**src/rtl/rgb_to_hsv_if.sv**
```systemverilog
// Pixel-in / HSV-out handshake bundle for rgb_to_hsv.
// The master side drives pixels and takes results; the slave side is the converter.
interface rgb_to_hsv_if;
    logic [7:0] R;
    logic [7:0] G;
    logic [7:0] B;
    logic       in_valid;
    logic       in_ready;
    logic [8:0] Hue;
    logic [8:0] Saturation;
    logic [8:0] Value;
    logic       out_valid;
    logic       out_ready;

    modport master (
        output R, G, B, in_valid, out_ready,
        input  in_ready, Hue, Saturation, Value, out_valid
    );

    modport slave (
        input  R, G, B, in_valid, out_ready,
        output in_ready, Hue, Saturation, Value, out_valid
    );
endinterface

```
**src/rtl/rgb_to_hsv.sv**
```systemverilog
// RGB888 to HSV (H 0..359, S/V 0..100) converter with a fixed 50-cycle latency.
// One shared restoring divider is reused for V, S and the hue offset in turn.
module rgb_to_hsv (
    input  logic        clk,
    input  logic        reset,
    rgb_to_hsv_if.slave px
);

    typedef enum logic [2:0] {
        IDLE, PREP, DIV_V, DIV_S, DIV_H, FINISH, DONE
    } state_t;

    state_t      state, state_nxt;

    logic [7:0]  r_q, g_q, b_q;
    logic [7:0]  max_q, delta_q, dabs_q;
    logic        dneg_q;
    logic [1:0]  maxsel_q;

    logic [15:0] dq;
    logic [7:0]  rem;
    logic [7:0]  divisor;
    logic [3:0]  cnt;

    logic [6:0]  v_q, s_q;
    logic [5:0]  h_q;
    logic [8:0]  hue_r, sat_r, val_r;

    logic [7:0]  max_c, min_c, dabs_c;
    logic [1:0]  maxsel_c;
    logic [8:0]  d_c;

    logic [8:0]  rem_sh;
    logic        ge;
    logic [7:0]  rem_nxt;
    logic [15:0] quo_nxt;

    logic [15:0] dvd_v, dvd_s, dvd_h;
    logic [8:0]  base;
    logic [9:0]  hue_sum;
    logic [8:0]  hue_c;

    // Max-channel pick uses strict compares so ties fall to R, then G.
    always_comb begin
        max_c    = r_q;
        maxsel_c = 2'd0;
        if (g_q > max_c) begin
            max_c    = g_q;
            maxsel_c = 2'd1;
        end
        if (b_q > max_c) begin
            max_c    = b_q;
            maxsel_c = 2'd2;
        end
        min_c = r_q;
        if (g_q < min_c) min_c = g_q;
        if (b_q < min_c) min_c = b_q;
        case (maxsel_c)
            2'd0:    d_c = {1'b0, g_q} - {1'b0, b_q};
            2'd1:    d_c = {1'b0, b_q} - {1'b0, r_q};
            default: d_c = {1'b0, r_q} - {1'b0, g_q};
        endcase
        dabs_c = d_c[8] ? (~d_c[7:0] + 8'd1) : d_c[7:0];
    end

    // One restoring step: a shifted-out carry always means the divisor fits.
    always_comb begin
        rem_sh  = {rem, dq[15]};
        ge      = rem_sh[8] | (rem_sh[7:0] >= divisor);
        rem_nxt = ge ? (rem_sh[7:0] - divisor) : rem_sh[7:0];
        quo_nxt = {dq[14:0], ge};
    end

    always_comb begin
        dvd_v = {8'd0, max_c}   * 16'd100;
        dvd_s = {8'd0, delta_q} * 16'd100;
        dvd_h = {8'd0, dabs_q}  * 16'd60;
    end

    // Negative offsets are folded in as +360 and the sum wrapped once.
    always_comb begin
        case (maxsel_q)
            2'd0:    base = 9'd0;
            2'd1:    base = 9'd120;
            default: base = 9'd240;
        endcase
        if (dneg_q)
            hue_sum = {1'b0, base} + 10'd360 - {4'd0, h_q};
        else
            hue_sum = {1'b0, base} + {4'd0, h_q};
        if (delta_q == 8'd0)
            hue_c = 9'd0;
        else if (hue_sum >= 10'd360)
            hue_c = 9'(hue_sum - 10'd360);
        else
            hue_c = hue_sum[8:0];
    end

    always_ff @(posedge clk or negedge reset) begin
        if (!reset)
            state <= IDLE;
        else
            state <= state_nxt;
    end

    always_comb begin
        state_nxt = state;
        case (state)
            IDLE:    if (px.in_valid) state_nxt = PREP;
            PREP:    state_nxt = DIV_V;
            DIV_V:   if (cnt == 4'd15) state_nxt = DIV_S;
            DIV_S:   if (cnt == 4'd15) state_nxt = DIV_H;
            DIV_H:   if (cnt == 4'd15) state_nxt = FINISH;
            FINISH:  state_nxt = DONE;
            DONE:    if (px.out_ready) state_nxt = IDLE;
            default: state_nxt = IDLE;
        endcase
    end

    // Each divide phase reloads the divider on its last step so the next starts clean.
    always_ff @(posedge clk or negedge reset) begin
        if (!reset) begin
            r_q      <= 8'd0;
            g_q      <= 8'd0;
            b_q      <= 8'd0;
            max_q    <= 8'd0;
            delta_q  <= 8'd0;
            dabs_q   <= 8'd0;
            dneg_q   <= 1'b0;
            maxsel_q <= 2'd0;
            dq       <= 16'd0;
            rem      <= 8'd0;
            divisor  <= 8'd1;
            cnt      <= 4'd0;
            v_q      <= 7'd0;
            s_q      <= 7'd0;
            h_q      <= 6'd0;
            hue_r    <= 9'd0;
            sat_r    <= 9'd0;
            val_r    <= 9'd0;
        end else begin
            case (state)
                IDLE: begin
                    if (px.in_valid) begin
                        r_q <= px.R;
                        g_q <= px.G;
                        b_q <= px.B;
                    end
                end
                PREP: begin
                    max_q    <= max_c;
                    delta_q  <= max_c - min_c;
                    dabs_q   <= dabs_c;
                    dneg_q   <= d_c[8];
                    maxsel_q <= maxsel_c;
                    dq       <= dvd_v;
                    divisor  <= 8'd255;
                    rem      <= 8'd0;
                    cnt      <= 4'd0;
                end
                DIV_V: begin
                    dq  <= quo_nxt;
                    rem <= rem_nxt;
                    cnt <= cnt + 4'd1;
                    if (cnt == 4'd15) begin
                        v_q     <= quo_nxt[6:0];
                        dq      <= dvd_s;
                        divisor <= (max_q == 8'd0) ? 8'd1 : max_q;
                        rem     <= 8'd0;
                    end
                end
                DIV_S: begin
                    dq  <= quo_nxt;
                    rem <= rem_nxt;
                    cnt <= cnt + 4'd1;
                    if (cnt == 4'd15) begin
                        s_q     <= (max_q == 8'd0) ? 7'd0 : quo_nxt[6:0];
                        dq      <= dvd_h;
                        divisor <= (delta_q == 8'd0) ? 8'd1 : delta_q;
                        rem     <= 8'd0;
                    end
                end
                DIV_H: begin
                    dq  <= quo_nxt;
                    rem <= rem_nxt;
                    cnt <= cnt + 4'd1;
                    if (cnt == 4'd15)
                        h_q <= (delta_q == 8'd0) ? 6'd0 : quo_nxt[5:0];
                end
                FINISH: begin
                    hue_r <= hue_c;
                    sat_r <= {2'b00, s_q};
                    val_r <= {2'b00, v_q};
                end
                default: ;
            endcase
        end
    end

    assign px.in_ready   = (state == IDLE);
    assign px.out_valid  = (state == DONE);
    assign px.Hue        = hue_r;
    assign px.Saturation = sat_r;
    assign px.Value      = val_r;

endmodule

```
**src/flat_wrapper.sv**
```systemverilog
// flat-port wrapper written by rule: the top's interface ports become plain ports
module rgb_to_hsv_flat 
  (clk, reset, px_R, px_G, px_B, px_in_valid, px_out_ready, px_in_ready, px_Hue, px_Saturation, px_Value, px_out_valid);
  rgb_to_hsv_if px_i ();
  input  logic clk;
  input  logic reset;
  input wire logic [$bits(px_i.R)-1:0] px_R;
  input wire logic [$bits(px_i.G)-1:0] px_G;
  input wire logic [$bits(px_i.B)-1:0] px_B;
  input wire logic [$bits(px_i.in_valid)-1:0] px_in_valid;
  input wire logic [$bits(px_i.out_ready)-1:0] px_out_ready;
  output wire logic [$bits(px_i.in_ready)-1:0] px_in_ready;
  output wire logic [$bits(px_i.Hue)-1:0] px_Hue;
  output wire logic [$bits(px_i.Saturation)-1:0] px_Saturation;
  output wire logic [$bits(px_i.Value)-1:0] px_Value;
  output wire logic [$bits(px_i.out_valid)-1:0] px_out_valid;
  assign px_i.R = px_R;
  assign px_i.G = px_G;
  assign px_i.B = px_B;
  assign px_i.in_valid = px_in_valid;
  assign px_i.out_ready = px_out_ready;
  assign px_in_ready = px_i.in_ready;
  assign px_Hue = px_i.Hue;
  assign px_Saturation = px_i.Saturation;
  assign px_Value = px_i.Value;
  assign px_out_valid = px_i.out_valid;
  rgb_to_hsv u_core (.clk(clk), .reset(reset), .px(px_i));
endmodule
```
**config.mk**
```make
export PLATFORM = sky130hd
export DESIGN_NAME = rgb_to_hsv_flat
export DESIGN_NICKNAME = d
export VERILOG_FILES = /design/src/rtl/rgb_to_hsv_if.sv /design/src/rtl/rgb_to_hsv.sv /design/src/flat_wrapper.sv
export SDC_FILE = /design/constraint.sdc
export NUM_CORES = 1
export LEC_CHECK = 0
export ABC_AREA = 1
export CORE_ASPECT_RATIO = 0.5
export CORE_UTILIZATION = 35
export DETAILED_ROUTE_END_ITERATION = 6
export PLACE_DENSITY_LB_ADDON = 0.2
export SYNTH_ARGS = -nofsm -noshare
export SYNTH_HDL_FRONTEND = slang
export SYNTH_SLANG_ARGS = --single-unit
export TNS_END_PERCENT = 20
```
**constraint.sdc**
```tcl
create_clock -name clk -period 8.4 [get_ports clk]
set_clock_uncertainty 0.1 [all_clocks]
set_input_delay 1.68 -clock clk [delete_from_list [all_inputs] [get_ports clk]]
set_output_delay 1.68 -clock clk [all_outputs]
set_load 0.1 [all_outputs]
```
* Word-level counts from Yosys, hierarchy flattened
Cells that the tools add are included.
Widths: inputs -> output; s select.
** Word-level totals
- Output and inout bits :: 29
- Logic and storage cells :: 104
- Register bits after elaboration :: 133
** Cells by class
- $mul :: 3
- Bitwise gates (word level) :: 2
- Add/sub/neg operators :: 11
- Muxes and demuxes :: 32
- $lt $le $gt $ge :: 6
- Equality and inequality tests :: 14
- Reduce and logical (&&, ||, !) cells :: 17
** Operators with widths (number)
- $mux 8 :: 11
- $pmux 16 s4 :: 1
- $pmux 8 s3 :: 2
- $mux 16 :: 2
- $sub 8x8->9 :: 3
- $mul 8x5->13 const B :: 2
- $pmux 3 s7 :: 1
- $mux 9 :: 2
- $pmux 9 s2 :: 1
- $gt 8x8->1 :: 2
- $logic_not 8->1 :: 2
- $lt 8x8->1 :: 2
- $pmux 8 s2 :: 1
- $sub 8x8->8 :: 2
- $mux 3 :: 5
- $mul 8x4->12 const B :: 1
- $add 8x9->10 const B :: 1
- $ge 10x9->1 const B :: 1
- $mux 10 :: 1
- $sub 10x6->10 :: 1
- $add 8x6->9 :: 1
- $eq 3x3->1 const B :: 3
- $sub 9x9->9 const B :: 1
- $add 8x1->8 const B :: 1
- 25 further kinds :: 35

* Longest topological paths before layout
- Depth after elaboration :: 9
- Gate-level depth with buffers :: 41

* Worst setup path after synthesis
Ideal clock, no wire load.
- Kind :: flip-flop to flip-flop
- From :: reg u_core.g_q[6]
- To :: reg u_core.dq[14]
- Arrival time :: 5.706 ns
- Path buffers :: 4
- Slack :: 2.465 ns
- Period minus slack after synthesis :: 5.935 ns
- Stages on the path, launching flop included :: 38
- Setup time :: 0.130 ns
- Data required time :: 8.170 ns
- Cell sequence :: dfrtp_1 > inv_1 > ha_1 > nand2_1 > nand2_1 > a21oi_1 > nand3_2 > buf_12 > buf_4 > nand2_1 > o21ai_0 > ha_1 > nand2_1 > nor2_1 > nand4_1 > a21boi_4 > buf_4 > clkbuf_1 > [... 2 more ...] > ha_1 > inv_1 > fa_1 > inv_1 > ha_1 > a21oi_1 > o21a_1 > or2_2 > nand2_1 > nand2_1 > nand2_1 > nand2_1 > nand2_1 > a21oi_1 > nor2_1 > nor2_1 > nand2_1 > nand4_1
** On the way
- Longest elaborated chain between the ends :: 6
** RTL lines
- start, declared :: line rgb_to_hsv.sv:15 : logic [7:0] r_q, g_q, b_q;
- start signal, assigned :: line rgb_to_hsv.sv:146 : g_q <= px.G;
- $gt 8x8->1 :: line rgb_to_hsv.sv:47 : if (g_q > max_c) begin
- $mux 8 (*) :: line rgb_to_hsv.sv:47
- $gt 8x8->1 :: line rgb_to_hsv.sv:51 : if (b_q > max_c) begin
- $mux 8 (*) :: line rgb_to_hsv.sv:51
- via u_core.max_c[3] :: line rgb_to_hsv.sv:29 : logic [7:0] max_c, min_c, dabs_c;
- $mul 8x5->13 (*) :: line rgb_to_hsv.sv:75 : dvd_v = {8'd0, max_c} * 16'd100;
- $pmux 16 s4 (*) :: line rgb_to_hsv.sv:142 : case (state)
- end signal, assigned :: line rgb_to_hsv.sv:156 : dq <= dvd_v;
- end signal, assigned :: line rgb_to_hsv.sv:162 : dq <= quo_nxt;
- end signal, assigned :: line rgb_to_hsv.sv:167 : dq <= dvd_s;
- end, declared :: line rgb_to_hsv.sv:20 : logic [15:0] dq;
Mark *: on every way through the listed nets, which the timed path passes. The rest lies on a longest branch.
A chain may end at the register's enable or synchronous reset.

* Worst setup path in the final report
- From :: reg u_core.g_q[3]
- To :: reg u_core.dq[14]
Same word-level chain as after synthesis.

==> metrics.md <==
| Metric | Value |
|---|---|
| Worst hold path startpoint | u_core.divisor[0] |
| Maximum root-to-sink buffer count | 2 |
| YS warnings | 0 |
| Post-DR wirelength/cell | about 16 um |
| Worst Setup End Kind | flip-flop |
| Worst Hold Class | flip-flop to flip-flop |
| CTS tree | built |
| DP Cell Count | between 1500 and 2000 |
| Top-count cell post-synth | nand2_1 |
| Hold_buf cts | 0 |
| R2R cell count | 34 |
| Slew headroom | 33.9% |
| H-tree Lvls | 4 |
| R2R Path End | u_core.dq[14] |
| Crit Path Max Fanout | 21 |
| Vias after detailed routing | ~9400 |
| Number of max-cap violations | 0 |
| Post-cts resize count | 0 |
| #FFs+latches synth | 133 |
| Largest net degree at the start of global routing | 73 |
| Ranking of synthesized cells by area | dfrtp_1 30%, ha_1 17%, nand2_1 11% |
| Max incr delay on CP | approximately 0.55 ns |
| Antenna cell count | 0 |
| Synth cell types | 54 |
| Pins over their slew limit | 0 |
| Post-synth ARST share | 100% |
| Nets | 1656 |
| IO Pins | 57 |
| Die Y | around 130 um |
| Status | finished clean |
| Initial antenna violation count | 0 |
| Root buffer cell | clkbuf_16 |
| Post-synth EDFFs | 0 |
| Unrepaired setup endpoints after global routing | no |
| WHS Endpoint | u_core.divisor[0] |
| Die W | around 250 um |
| Initial DRC count | between 500 and 600 |
| Worst path arrival time | a little over 7 ns |
| Fin crit share | 81.3% |
| Post-DR vias/cell | ~5.0 |
| Final WL | between 20000 and 30000 um |
| Mapped cell area | between 10000 and 15000 um^2 |
| Achievable frequency | 146 MHz |
| Worst skew pair latency | approximately 0.45 ns |
| Final setup violation count | 0 |
| 1st-pass router iterations | 5 |
| Proportion of netlist area held by the largest area contributor | between 30% and 40% |
| DRC | 0 |
| Clock Sinks | between 100 and 150 |
| Hold Crit Depth | 2 |
| WS Path Type | flip-flop to flip-flop |
| Post-synth top area cell | dfrtp_1 |
| CTS Buf Count | 17 |
| Worst-path clk slew | 0.06 ns |
| Startpoint types | flip-flop |
| HPWL Detailed | between 20000 and 25000 um |
| Area of the die | between 30000 and 40000 um^2 |
| GRT overflow | 0 |
| Synth Area per Inst | ~8 um^2 |
| FF-to-FF Start | u_core.g_q[3] |
| Core Footprint | between 30000 and 40000 um^2 |
| Vias in the first global route | about 9300 |
| IO buf count | 52 |
| Top post-synthesis cells by count | 313 x nand2_1, 194 x inv_1, 147 x ha_1, 132 x dfrtp_1, 110 x o21ai_0 |
| Setup slack, reg-to-reg | between 1.5 and 2 ns |
| Area Growth Syn to Fin | 13.2% |
| Initial Util | 35.9% |
| Slowest stage cell, crit path | a21boi_4 |
| Hold Violations, Final | 0 |
| Post-layout min period | 6.83 ns |
| Layout cell share with drive strength beyond 1 | around 7.3% |
| Slew @ Worst Pin | 0.990 ns |
| Cell row count | between 40 and 50 |
| Routability congestion estimate | about 0.9 |
| Final ANT Viol Nets | 0 |
| Total Routing Usage GR | 19.5% |
| Worst Path Required | between 8 and 9 ns |
| Register area share after synthesis | 30.3% |
| Cell Count, Final, Fillers Out | around 1900 |
| Most frequent CP cell | nand2_1 |
| Global-route wire length before repair | about 50000 um |
| Synth Flop Type | dfrtp_1 |
| Mapped Cells | around 1400 |
| TNS Setup | 0 ns |
| Post-CTS setup buffers | 0 |
-- per-stage QoR --
stage / utilization (%) / instance area (um^2) / hold slack, ns / worst slack (ns)
2_1_floorplan: - / 11000 / 0.350 / 2.46
3_3_place_gp: 38.9 / 11900 / 0.360 / 1.81
3_5_place_dp: 38.9 / 11900 / 0.362 / 1.66
4_1_cts: 40.7 / 12400 / 0.377 / 1.60
5_1_grt: 40.7 / 12400 / 0.394 / 0.927
6_report: 40.7 / 12400 / 0.372 / 1.57
-- routing by layer --
layer / track usage (%) / vias to the layer above / part of all wire (%)
li1: - / 4745 / -
met1: 25.3 / 4450 / 48
met4: 7.49 / 0 / 3.0
met2: 31.9 / 147 / 46
met5: 0 / - / 0
met3: 4.07 / 48 / 3.4
-- kinds of logic (layout without fill, tap and decap cells) --
logic type / Yosys count / count (layout) / share of synthesized area, %
buffers and inverters: 241 / 294 / 8.83
other: 1 / 4 / 0.0341
adder cells (fa/ha/maj): 172 / 172 / 21.3
XOR/XNOR: 35 / 35 / 2.79
flip-flops: 133 / 133 / 30.3
AND/OR/NAND/NOR: 528 / 528 / 21.2
AO/OA/AOI/OAI: 302 / 302 / 15.6
-- cells in the final DEF, fill, tap and decap left out, types with 3 or more instances in the layout --
cell,n
nand2_1,313
inv_1,194
ha_1,147
dfrtp_1,132
o21ai_0,110
a21oi_1,98
nor2_1,97
clkdlybuf4s50_1,51
nand3_1,46
o22ai_1,25
fa_1,25
xor2_1,21
nand2_2,18
clkbuf_16,17
o21ai_1,16
xnor2_1,14
nand4_1,11
inv_2,9
o21ai_2,9
nor2_2,8
nor3_1,8
o211ai_1,7
a31oi_1,7
inv_6,7
a211oi_1,6
nor2_4,6
buf_4,5
o21a_1,4
or2_2,4
a221oi_1,4
conb_1,4
nand3_2,3
inv_4,3
o2111ai_1,3
a21o_1,3
nor4_1,3
clkinvlp_4,3
-- critical path, delay by kind of cell (launching register included) --
family	cells	cell delay, ns
and+or+nand+nor	17	1.88
DFF	1	0.42
AOI/OAI and AO/OA	6	1.81
adders and majority gates	6	2.20
buffers and inverters	5	0.26
-- flip-flops by register name, summed over array words and instances (netlist names), 2 cells and up --
register / count
u_core.dabs_q: 8
u_core.r_q: 8
u_core.px.Value: 7
u_core.cnt: 4
u_core.h_q: 6
u_core.px.Saturation: 7
u_core.b_q: 8
u_core.s_q: 7
u_core.divisor: 8
u_core.dq: 16
u_core.g_q: 8
u_core.state: 3
u_core.maxsel_q: 2
u_core.delta_q: 8
u_core.max_q: 8
u_core.rem: 8
u_core.v_q: 7
u_core.px.Hue: 9
-- cell type report --
class,count,area [um^2]
Multi-Input combinational cell,1041,6690
Clock buffer,17,425
Sequential cell,133,3330
Inverter,206,781
Timing Repair Buffer,57,559
Fill cell,3160,18100
Tap cell,423,529
Clock inverter,14,118
-- worst max-delay path by stage --
stage / depth (start not counted) / endpoint / startpoint / slack, ns
floorplan: 37 / u_core.dq[14] / u_core.g_q[6] / 2.46
global placement: 32 / u_core.dq[14] / u_core.g_q[1] / 1.81
detailed placement: 32 / u_core.dq[14] / u_core.g_q[1] / 1.66
CTS: 32 / u_core.dq[14] / u_core.g_q[1] / 1.60
global route: 33 / u_core.dq[14] / u_core.g_q[4] / 0.93
finish: 34 / u_core.dq[14] / u_core.g_q[3] / 1.57
Power is not shown: default switching activity piles up to over one toggle a cycle in this logic, so the estimate is an artifact.
